==> src/rtl/bank_rd_ret_pkg.sv <==
// rtl/bank_rd_ret_pkg.sv - shared parameters for the two-bank read-return block
// Purpose: default widths, bank-select bit position and the replay-queue pointer sizing helper.
package bank_rd_ret_pkg;

    localparam int DEF_A_W     = 8;
    localparam int DEF_D_W     = 32;
    localparam int DEF_Q_DEPTH = 2;
    // Address bit that picks the bank; the remaining upper bits form the bank word address.
    localparam int BANK_BIT    = 0;

    // Pointer width for a circular buffer of the given depth (never zero bits).
    function automatic int ptr_w(input int depth);
        return (depth > 1) ? $clog2(depth) : 1;
    endfunction

endpackage

==> src/rtl/bank_rd_ret_wr_replay_q.sv <==
// rtl/bank_rd_ret_wr_replay_q.sv - in-order replay queue for writes that lost bank arbitration
// Purpose: circular FIFO of (address, data) write entries with an occupancy counter and an
//          associative address lookup returning the youngest matching entry.
// Ports:
//   clk, rst                          clock, asynchronous active-low reset
//   i_push, i_push_adr, i_push_data   enqueue at tail (caller guarantees not full)
//   i_pop                             dequeue head (caller guarantees not empty)
//   o_head_vld, o_head_adr, o_head_data  oldest entry
//   o_cnt, o_full                     occupancy
//   i_match_adr, o_hit, o_hit_data    youngest entry matching i_match_adr, head excluded while popping
module bank_rd_ret_wr_replay_q
    import bank_rd_ret_pkg::*;
#(
    parameter int A_W     = DEF_A_W,
    parameter int D_W     = DEF_D_W,
    parameter int Q_DEPTH = DEF_Q_DEPTH,
    parameter int CW      = $clog2(Q_DEPTH + 1)
) (
    input  logic           clk,
    input  logic           rst,
    input  logic           i_push,
    input  logic [A_W-1:0] i_push_adr,
    input  logic [D_W-1:0] i_push_data,
    input  logic           i_pop,
    output logic           o_head_vld,
    output logic [A_W-1:0] o_head_adr,
    output logic [D_W-1:0] o_head_data,
    output logic [CW-1:0]  o_cnt,
    output logic           o_full,
    input  logic [A_W-1:0] i_match_adr,
    output logic           o_hit,
    output logic [D_W-1:0] o_hit_data
);

    localparam int PW = ptr_w(Q_DEPTH);

    logic [A_W-1:0] r_adr  [Q_DEPTH];
    logic [D_W-1:0] r_data [Q_DEPTH];
    logic [PW-1:0]  r_head;
    logic [PW-1:0]  r_tail;
    logic [CW-1:0]  r_cnt;

    function automatic logic [PW-1:0] ptr_next(input logic [PW-1:0] p);
        return (p == PW'(Q_DEPTH - 1)) ? '0 : p + PW'(1);
    endfunction

    always_ff @(posedge clk or negedge rst) begin
        if (!rst) begin
            r_head <= '0;
            r_tail <= '0;
            r_cnt  <= '0;
        end else begin
            if (i_push) r_tail <= ptr_next(r_tail);
            if (i_pop)  r_head <= ptr_next(r_head);
            unique case ({i_push, i_pop})
                2'b10:   r_cnt <= r_cnt + CW'(1);
                2'b01:   r_cnt <= r_cnt - CW'(1);
                default: r_cnt <= r_cnt;
            endcase
        end
    end

    // Entry storage needs no reset: occupancy alone decides which slots are live.
    always_ff @(posedge clk) begin
        if (i_push) begin
            r_adr[r_tail]  <= i_push_adr;
            r_data[r_tail] <= i_push_data;
        end
    end

    assign o_head_vld  = (r_cnt != '0);
    assign o_head_adr  = r_adr[r_head];
    assign o_head_data = r_data[r_head];
    assign o_cnt       = r_cnt;
    assign o_full      = (r_cnt == CW'(Q_DEPTH));

    // Walk from oldest to youngest so the last hit wins. The head is skipped while it is
    // being written to the RAM this cycle, since the bank then holds that value.
    always_comb begin
        logic [PW:0]   v_sum;
        logic [PW-1:0] v_idx;
        o_hit      = 1'b0;
        o_hit_data = '0;
        v_sum      = '0;
        v_idx      = '0;
        for (int k = 0; k < Q_DEPTH; k++) begin
            v_sum = {1'b0, r_head} + (PW+1)'(k);
            if (v_sum >= (PW+1)'(Q_DEPTH)) v_sum = v_sum - (PW+1)'(Q_DEPTH);
            v_idx = v_sum[PW-1:0];
            if ((k < int'(r_cnt)) && !((k == 0) && i_pop) && (r_adr[v_idx] == i_match_adr)) begin
                o_hit      = 1'b1;
                o_hit_data = r_data[v_idx];
            end
        end
    end

endmodule

==> src/rtl/bank_rd_ret.sv <==
// rtl/bank_rd_ret.sv - two-bank memory front end with write replay queue and 1-cycle read return
// Purpose: arbitrates one read and one write per cycle across two LSB-interleaved single-port
//          RAM banks (read > queued write > new write), parks colliding writes in an in-order
//          replay queue, forwards queued data to reads, and returns read data one cycle later.
// Ports:
//   clk, rst                       clock, asynchronous active-low reset
//   RD_REQ, RD_ADR                 read request
//   WR_REQ, WR_ADR, WR_DATA, WR_RDY  write request, accepted while WR_RDY=1
//   RD_VALID, RD_DATA              read return
//   PEND_CNT                       queued write count
//   ENABLE_b, WE_b, A_b, D_b, DO_b bank b RAM port (registered read data on DO_b)
module bank_rd_ret
    import bank_rd_ret_pkg::*;
#(
    parameter int A_W     = DEF_A_W,
    parameter int D_W     = DEF_D_W,
    parameter int Q_DEPTH = DEF_Q_DEPTH,
    parameter int CW      = $clog2(Q_DEPTH + 1)
) (
    input  logic           clk,
    input  logic           rst,
    input  logic           RD_REQ,
    input  logic [A_W-1:0] RD_ADR,
    input  logic           WR_REQ,
    input  logic [A_W-1:0] WR_ADR,
    input  logic [D_W-1:0] WR_DATA,
    output logic           WR_RDY,
    output logic           RD_VALID,
    output logic [D_W-1:0] RD_DATA,
    output logic [CW-1:0]  PEND_CNT,
    output logic           ENABLE_0,
    output logic           WE_0,
    output logic [A_W-2:0] A_0,
    output logic [D_W-1:0] D_0,
    input  logic [D_W-1:0] DO_0,
    output logic           ENABLE_1,
    output logic           WE_1,
    output logic [A_W-2:0] A_1,
    output logic [D_W-1:0] D_1,
    input  logic [D_W-1:0] DO_1
);

    logic           w_rd_bank;
    logic           w_rd_go;
    logic           w_busy0;
    logic           w_busy1;
    logic           w_head_vld;
    logic [A_W-1:0] w_head_adr;
    logic [D_W-1:0] w_head_data;
    logic           w_head_go;
    logic           w_full;
    logic           w_wr_acc;
    logic           w_byp;
    logic           w_push;
    logic           w_wr_go;
    logic           w_wr_bank;
    logic [A_W-2:0] w_wr_wadr;
    logic [D_W-1:0] w_wr_data;
    logic           w_hit;
    logic [D_W-1:0] w_hit_data;

    logic           r_rd_valid;
    logic           r_bank;
    logic           r_fwd;
    logic [D_W-1:0] r_fwd_data;
    logic [D_W-1:0] r_hold;

    bank_rd_ret_wr_replay_q #(
        .A_W     (A_W),
        .D_W     (D_W),
        .Q_DEPTH (Q_DEPTH),
        .CW      (CW)
    ) u_q (
        .clk         (clk),
        .rst         (rst),
        .i_push      (w_push),
        .i_push_adr  (WR_ADR),
        .i_push_data (WR_DATA),
        .i_pop       (w_head_go),
        .o_head_vld  (w_head_vld),
        .o_head_adr  (w_head_adr),
        .o_head_data (w_head_data),
        .o_cnt       (PEND_CNT),
        .o_full      (w_full),
        .i_match_adr (RD_ADR),
        .o_hit       (w_hit),
        .o_hit_data  (w_hit_data)
    );

    assign WR_RDY = !w_full;

    // Bank ports are held quiet for the whole time reset is asserted.
    assign w_rd_bank = RD_ADR[BANK_BIT];
    assign w_rd_go   = RD_REQ && rst;
    assign w_busy0   = w_rd_go && !w_rd_bank;
    assign w_busy1   = w_rd_go &&  w_rd_bank;

    assign w_head_go = w_head_vld && rst &&
                       !(w_head_adr[BANK_BIT] ? w_busy1 : w_busy0);

    // A new write may only bypass an empty queue; otherwise it lines up behind it, keeping order.
    assign w_wr_acc = WR_REQ && WR_RDY && rst;
    assign w_byp    = w_wr_acc && !w_head_vld &&
                      !(WR_ADR[BANK_BIT] ? w_busy1 : w_busy0);
    assign w_push   = w_wr_acc && !w_byp;

    assign w_wr_go   = w_head_go || w_byp;
    assign w_wr_bank = w_head_go ? w_head_adr[BANK_BIT] : WR_ADR[BANK_BIT];
    assign w_wr_wadr = w_head_go ? w_head_adr[A_W-1:1]  : WR_ADR[A_W-1:1];
    assign w_wr_data = w_head_go ? w_head_data          : WR_DATA;

    // The issued write always targets the bank the read leaves free, so the two never overlap.
    always_comb begin
        ENABLE_0 = 1'b0;
        WE_0     = 1'b0;
        A_0      = '0;
        D_0      = '0;
        ENABLE_1 = 1'b0;
        WE_1     = 1'b0;
        A_1      = '0;
        D_1      = '0;
        if (w_busy0) begin
            ENABLE_0 = 1'b1;
            A_0      = RD_ADR[A_W-1:1];
        end
        if (w_busy1) begin
            ENABLE_1 = 1'b1;
            A_1      = RD_ADR[A_W-1:1];
        end
        if (w_wr_go && !w_wr_bank) begin
            ENABLE_0 = 1'b1;
            WE_0     = 1'b1;
            A_0      = w_wr_wadr;
            D_0      = w_wr_data;
        end
        if (w_wr_go && w_wr_bank) begin
            ENABLE_1 = 1'b1;
            WE_1     = 1'b1;
            A_1      = w_wr_wadr;
            D_1      = w_wr_data;
        end
    end

    always_ff @(posedge clk or negedge rst) begin
        if (!rst) begin
            r_rd_valid <= 1'b0;
            r_bank     <= 1'b0;
            r_fwd      <= 1'b0;
            r_fwd_data <= '0;
            r_hold     <= '0;
        end else begin
            r_rd_valid <= RD_REQ;
            if (RD_REQ) begin
                r_bank     <= w_rd_bank;
                r_fwd      <= w_hit;
                r_fwd_data <= w_hit_data;
            end
            // Remember the returned word so RD_DATA stays put between reads.
            if (r_rd_valid) r_hold <= RD_DATA;
        end
    end

    assign RD_VALID = r_rd_valid;

    always_comb begin
        RD_DATA = r_hold;
        if (r_rd_valid) begin
            if (r_fwd)       RD_DATA = r_fwd_data;
            else if (r_bank) RD_DATA = DO_1;
            else             RD_DATA = DO_0;
        end
    end

endmodule

==> config.mk <==
export PLATFORM = sky130hd
export DESIGN_NAME = bank_rd_ret
export DESIGN_NICKNAME = d
export VERILOG_FILES = /design/src/rtl/bank_rd_ret_pkg.sv /design/src/rtl/bank_rd_ret_wr_replay_q.sv /design/src/rtl/bank_rd_ret.sv
export SDC_FILE = /design/constraint.sdc
export NUM_CORES = 1
export LEC_CHECK = 0
export BUFFER_PORTS_ARGS = -buffer_cell sky130_fd_sc_hd__buf_2
export CORE_AREA = 3 3 197 199
export DETAILED_ROUTE_END_ITERATION = 10
export DIE_AREA = 0 0 200 202
export HOLD_SLACK_MARGIN = 0.03
export PLACE_DENSITY = 0.51
export REMOVE_ABC_BUFFERS = 1
export SLEW_MARGIN = 10
export SYNTH_ARGS = -nofsm -noshare
export SYNTH_HDL_FRONTEND = slang
export SYNTH_SLANG_ARGS = --single-unit
==> constraint.sdc <==
create_clock -name clk -period 4.15 [get_ports clk]
set_input_delay 0.6225 -clock clk [delete_from_list [all_inputs] [get_ports clk]]
set_output_delay 0.6225 -clock clk [all_outputs]
set_load 0.005 [all_outputs]
; ---- Word-level counts from Yosys, hierarchy flattened
; Memories as Yosys holds them, arrays and structs flattened.
; Index checks and enable logic that the tools add are counted.
[classes]
addsub = 7
magnitude_cmp = 4
eq_ne = 5
mux = 31
n_reduce_logical = 26
[op_table]
columns = cell, n
row1 = 2-to-1 mux 32 bit, 8
row2 = 2-to-1 mux 7 bit, 5
row3 = 2-to-1 mux 1 bit, 17
row4 = equality test 8 bit, 2
row5 = logical AND 1 bit, 15
row6 = zero test 1 bit, 8
row7 = "equality test 2 bit, second input constant", 2
row8 = "< comparator 1 x 2 -> 1 bit, first input constant", 2
row9 = one-hot mux 2 bit (2 select lines), 1
row10 = nonzero test 2 bit, 2
row11 = "adder 1 bit, second input constant", 2
row12 = "adder 1 x 1 -> 2 bit, second input constant", 1
row13 = "adder 2 x 1 -> 2 bit, second input constant", 1
row14 = "equality test 2 x 1 -> 1 bit, second input constant", 1
row15 = "greater-or-equal comparator 1 x 2 -> 1 bit, second input constant", 1
row16 = "greater-or-equal comparator 2 bit, second input constant", 1
row17 = "subtractor 1 bit, second input constant", 2
row18 = "subtractor 2 x 1 -> 2 bit, second input constant", 1
row19 = logical OR 1 bit, 1
[word_totals]
register_bits = 71
mem_bits_rw = 80
in_bits = 116
out_inout_bits = 118
wordCells = 83
memories = 2
[mem_list]
columns = memory, depth, word_bits, rd, rd_ports_with_merged_regs, wr, line_no
row1 = u_q.r_data, 2, 32, 3, 0, 1, bank_rd_ret_wr_replay_q.sv:38  ; logic [D_W-1:0] r_data [Q_DEPTH];
row2 = u_q.r_adr, 2, 8, 3, 0, 1, bank_rd_ret_wr_replay_q.sv:37  ; logic [A_W-1:0] r_adr [Q_DEPTH];

; ---- Depth between registers and ports, before layout
[logic_depth]
word_depth = 10
depth_mapped = 10
depth_no_buf = 7

; ---- Modules after synthesis
; A second synthesis with hierarchy kept.
[unflattened]
hier_cells = 829
hier_area_um2 = 9034.9
[modules_own_cells]
columns = mod, instances, cells_each, area_each_um2, seq_area_each_um2
row1 = bank_rd_ret, 1, 457, 4544.4, 1676.6
row2 = bank_rd_ret_wr_replay_q, 1, 372, 4490.6, 2502.4

; ---- Worst setup path before layout
; Ideal clock, no wire load.
[synth_path]
path_kind = input to register
start = in RD_REQ
end = mem u_q.r_adr[0][0] (netlist name), enable pin
setup_time_ns = 0.438
arrival_time_ns = 3.304
required_time_ns = 3.712
path_slack_ns = 0.408
path_stages = 6
path_buffers = 2
cell_sequence = clkbuf_1 clkbuf_1 inv_1 o21ai_0 nand4_1 nor2_1
[synth_between]
elab_chain_len = 9
elab_cells_between_ends = 10
cone_classes = mux: 3 / reduce/logical: 7
[synth_lines]
columns = item, line_no
row1 = "start, declared", bank_rd_ret.sv:22  ; input logic RD_REQ,
row2 = logical AND 1 bit *, bank_rd_ret.sv:94  ; assign w_rd_go = RD_REQ && rst;
row3 = logical AND 1 bit (on tied branches), "bank_rd_ret.sv:95, bank_rd_ret.sv:96"
row4 = 2-to-1 mux 1 bit *, bank_rd_ret.sv:104  ; !(WR_ADR[BANK_BIT] ? w_busy1 : w_busy0);
row5 = zero test 1 bit *, bank_rd_ret.sv:104
row6 = logical AND 1 bit *, bank_rd_ret.sv:103  ; assign w_byp = w_wr_acc && !w_head_vld &&
row7 = zero test 1 bit *, bank_rd_ret.sv:105  ; assign w_push = w_wr_acc && !w_byp;
row8 = logical AND 1 bit *, bank_rd_ret.sv:105
row9 = 2-to-1 mux 1 bit *, bank_rd_ret_wr_replay_q.sv:65  ; if (i_push) begin
row10 = 2-to-1 mux 1 bit (implied by the code) *, bank_rd_ret_wr_replay_q.sv:66  ; r_adr[r_tail] <= i_push_adr;
row11 = "end, declared", bank_rd_ret_wr_replay_q.sv:37
; Every way passes the cells marked *; elsewhere a longest branch is shown, timed or not.

; ---- Final worst setup path
[layout_path]
start = reg u_q.r_head
end = out A_1[6]
[layout_between]
elab_chain_len = 7
elab_cells_between_ends = 9
cone_classes = mux: 4 / reduce/logical: 4 / memory: 1
[layout_lines]
columns = item, line_no
row1 = "start, declared", bank_rd_ret_wr_replay_q.sv:39  ; logic [PW-1:0] r_head;
row2 = "start signal, assigned", bank_rd_ret_wr_replay_q.sv:54  ; if (i_pop) r_head <= ptr_next(r_head);
row3 = memory (2 x 8 bit) *, n/a
row4 = 2-to-1 mux 1 bit, bank_rd_ret.sv:99  ; !(w_head_adr[BANK_BIT] ? w_busy1 : w_busy0);
row5 = zero test 1 bit, bank_rd_ret.sv:99
row6 = logical AND 1 bit, bank_rd_ret.sv:98  ; assign w_head_go = w_head_vld && rst &&
row7 = 2-to-1 mux 1 bit or logical OR 1 bit (tied branches), "bank_rd_ret.sv:108, bank_rd_ret.sv:107"
row8 = logical AND 1 bit, bank_rd_ret.sv:136  ; if (w_wr_go && w_wr_bank) begin
row9 = 2-to-1 mux 7 bit *, bank_rd_ret.sv:136
row10 = "end, declared", bank_rd_ret.sv:38  ; output logic [A_W-2:0] A_1,
; Marked as above.

==> metrics.md <==
| Metric | Value |
|---|---|
| R2r startpoint | u_q.r_head |
| Overflow after GRT | 0 |
| Critical path class | reg -> out |
| Endpoint class of the critical path | primary output |
| VDD IR max | 0.311 mV |
| Fin util | 31.2% |
| DPL Wire Length | 19800 um |
| Gr usage total | 15.1% |
| Cts repair resizes | 0 |
| Final Hold Viols | 0 |
| Final cell count without fillers | 1691 |
| CTS buffer count | 17 |
| Wire length per cell | 18.1 um |
| Sequential share of power | 33.6% |
| Cell variety after synth | 37 |
| Mean Syn Cell Area | 9.42 um^2 |
| Upper clock frequency limit | 274 MHz |
| Area grow syn2layout | 25.6% |
| Vias after detailed routing | 8262 |
| Pint | 4.13 mW |
| Buf/Inv on CP | 2 |
| Slowest cell on the critical path | o22a_2 |
| Status | finished, final reports clean |
| Top-Level Pins | 234 |
| Clock network fraction of design power | 28.1% |
| Post-route antenna net violation count | 0 |
| P_sw | 2.36 mW |
| CP arrival | 3030 ps |
| Hold Crit Class | in -> async |
| Sequential-to-total area share from yosys stat | 45.0% |
| Worst R2R End | r_fwd_data[29] |
| Root buffer cell | clkbuf_16 |
| Die width | 200 um |
| CP Cell Sequence | mux2i_1 > xor2_1 > a21oi_4 > inv_1 > o22a_2 > o21ai_0 > buf_2 |
| CTS tree | done |
| RSZ-0062 raised after global routing | no |
| H-tree lvl count | 4 |
| Global-route wire length before repair | 46700 um |
| Power per cell area | 557 nW/um^2 |
| Starting density of the core | 24.8% |
| Sw frac | 36.3% |
| Post-Syn Instances | 985 |
| WP data required | 3530 ps |
| Die area | 40400 um^2 |
| Clk buf depth | 2 |
| Clock skew | 9.68 ps |
| Post-CTS setup buffers | 0 |
| Clk Latency, worst-skew pair | 440 ps |
| # DRC | 0 |
| Number of diodes | 0 |
| Rel. slew slack | 35.0% |
| Top delay family on crit path | compound AO/OA/AOI/OAI gates |
| Vias in the first global route | 8222 |
| Largest net degree at the start of global routing | 85 |
| Vias/cell | 4.89 |
| Yosys reg bits | 151 |
| R2R cell count | 8 |
| Fin. max-slew vios | 0 |
| Tcrit/Tclk final | 88.0% |
| Antenna violations before repair | 0 |
| Fin area | 11700 um^2 |
| Initial DRC Count | 509 |
| Final count of negative-setup-slack endpoints | 0 |
| WL final | 30700 um |
| Cell Area, Synth | 9280 um^2 |
| Row cnt | 71 |
| PortBufs | 233 |
| Startpoint Class | flop |
| Worst hold slack | 57.7 ps |
| Crit path time final | 3650 ps |
| Die Y | 202 um |
| Clk slew on worst S/H paths | 60 ps |
| Dpl cells | 1659 |
| Iteration count of the initial detailed-routing pass | 5 |
| Worst Max-Slew Pin Slew | 975 ps |
| Placeable Area | 37400 um^2 |
| Clock sinks | 151 |
| Maximum fanout along the worst path | 41 |
| Dpl cell area | 11000 um^2 |
| Dominant cell type by area after synthesis | edfxtp_1 |
| Largest cells by area after synthesis | edfxtp_1, dfrtp_1, mux2i_1 |
| GPL Wtd Cong | 0.751 |
| Area share of the largest cell type after synthesis | 25.9% |
| Max-cap violations | 0 |
| Layout cells sized above 1 | 30.9% |
| Flop-to-flop setup slack | 1020 ps |
| Cts hold-fix bufs | 0 |
| Final net count | 1287 |
| CP peak stage delay | 790 ps |
| Combinational share of power | 38.3% |
| Synth warn | 0 |
| Leakage power | 4.75 nW |
==> synthesized netlist by cell type <==
library cell and count:
a31oi_1 1, o22a_1 1, nand2b_1 3, buf_2 8
and2_1 4, buf_6 5, a311oi_1 30, buf_1 7
a21oi_1 5, clkbuf_1 69, mux2i_1 80, inv_1 9
and3_1 2, dfrtp_1 71, nor3_1 35, edfxtp_1 80
and4_1 1, nand3_1 61, a211oi_1 1, a22oi_1 2
ha_1 4, nor4_4 1, a41oi_1 1, a32oi_1 30
a221oi_1 1, buf_4 3, nand2_1 126, mux2_2 65
nor4_1 1, nor2_1 99, xnor2_1 8, nor2b_1 30
o21ai_0 88, nand4_1 40, o22ai_1 1, nor3b_1 2
xor2_1 10
==> cells in the final DEF (no fill, tap or decap), types with 3 or more instances in the layout <==
master,n
buf_2,231
nand2_1,126
nor2_1,96
o21ai_0,88
mux2i_1,80
edfxtp_1,80
dfrtp_1,67
mux2_2,65
nand3_1,60
nand4_1,40
nor3_1,35
nor2b_1,30
a311oi_1,30
a32oi_1,30
buf_4,19
clkbuf_16,18
xor2_1,10
inv_1,8
xnor2_1,8
bufinv_16,5
buf_12,5
and2_1,4
ha_1,4
inv_6,4
nand2b_1,3
nor2_4,3
a21oi_1,3
clkinv_4,3
==> layer usage <==
layer	up-vias	share of wire, %	GRT usage (%)
li1	3970	-	-
met1	4008	46	20.0
met2	253	49	25.6
met3	31	4.3	2.33
met4	0	1.2	3.94
met5	-	0	0
==> cell type report <==
cell class                      instances  area (um^2)
Clock inverter                         12          211
Tap cell                              511          639
Timing Repair Buffer                  255         1400
Clock buffer                           20          468
Fill cell                            3890        25700
Sequential cell                       151         4190
Multi-Input combinational cell        733         4720
Inverter                                9         33.8
==> worst register-to-register path: stages (launching register included) <==
cell	delay (ps)
dfrtp_4	430
buf_12	430
mux2i_1	310
xnor2_1	90
nor4_1	420
and4_2	680
buf_12	280
nand3_1	140
a32oi_1	250
==> power by group through the flow <==
stage               sequential (mW)  clock [mW]  combinational (mW)
finish                         2.18        1.82                2.49
global route                   2.22        1.94                2.78
CTS                            2.18        1.88                2.54
detailed placement             2.21           0                2.53
global placement               2.20           0                2.50
floorplan                      2.26           0                1.52
==> through the flow <==
step	power, mW	setup TNS [ps]	worst slack (ps)
after CTS	6.60	0	421
after detailed placement	4.74	0	913
final	6.49	0	498
after global placement	4.70	0	965
after global routing	6.94	0	226
after floorplan	3.78	-535980	-5780
==> registers in the layout, indices dropped and copies added (netlist names) <==
signal and count:
u_q.r_data 64, r_fwd_data 32, r_hold 32, u_q.r_adr 16
u_q.o_cnt 2, RD_VALID 1, r_bank 1, r_fwd 1
u_q.r_head 1, u_q.r_tail 1
==> worst max path at each step <==
stage,startpoint,to,depth (start not counted)
floorplan,u_q.r_head,A_0[0],5
global placement,u_q.r_head,A_1[2],7
detailed placement,u_q.r_head,A_1[6],7
CTS,u_q.r_head,A_1[6],7
global route,u_q.r_head,A_1[1],7
finish,u_q.r_head,A_1[6],7
==> cell families after synthesis <==
group | after synthesis | share of synthesized area, %
xor gates and xnor gates | 18 | 1.70
DFF | 151 | 45.0
adders and majority gates | 4 | 0.539
and+or+nand+nor | 405 | 20.2
buffers and inverters | 101 | 4.72
muxes | 145 | 16.5
AOI/OAI and AO/OA | 161 | 11.3
Note: power is estimated with default switching activity, not from simulation.
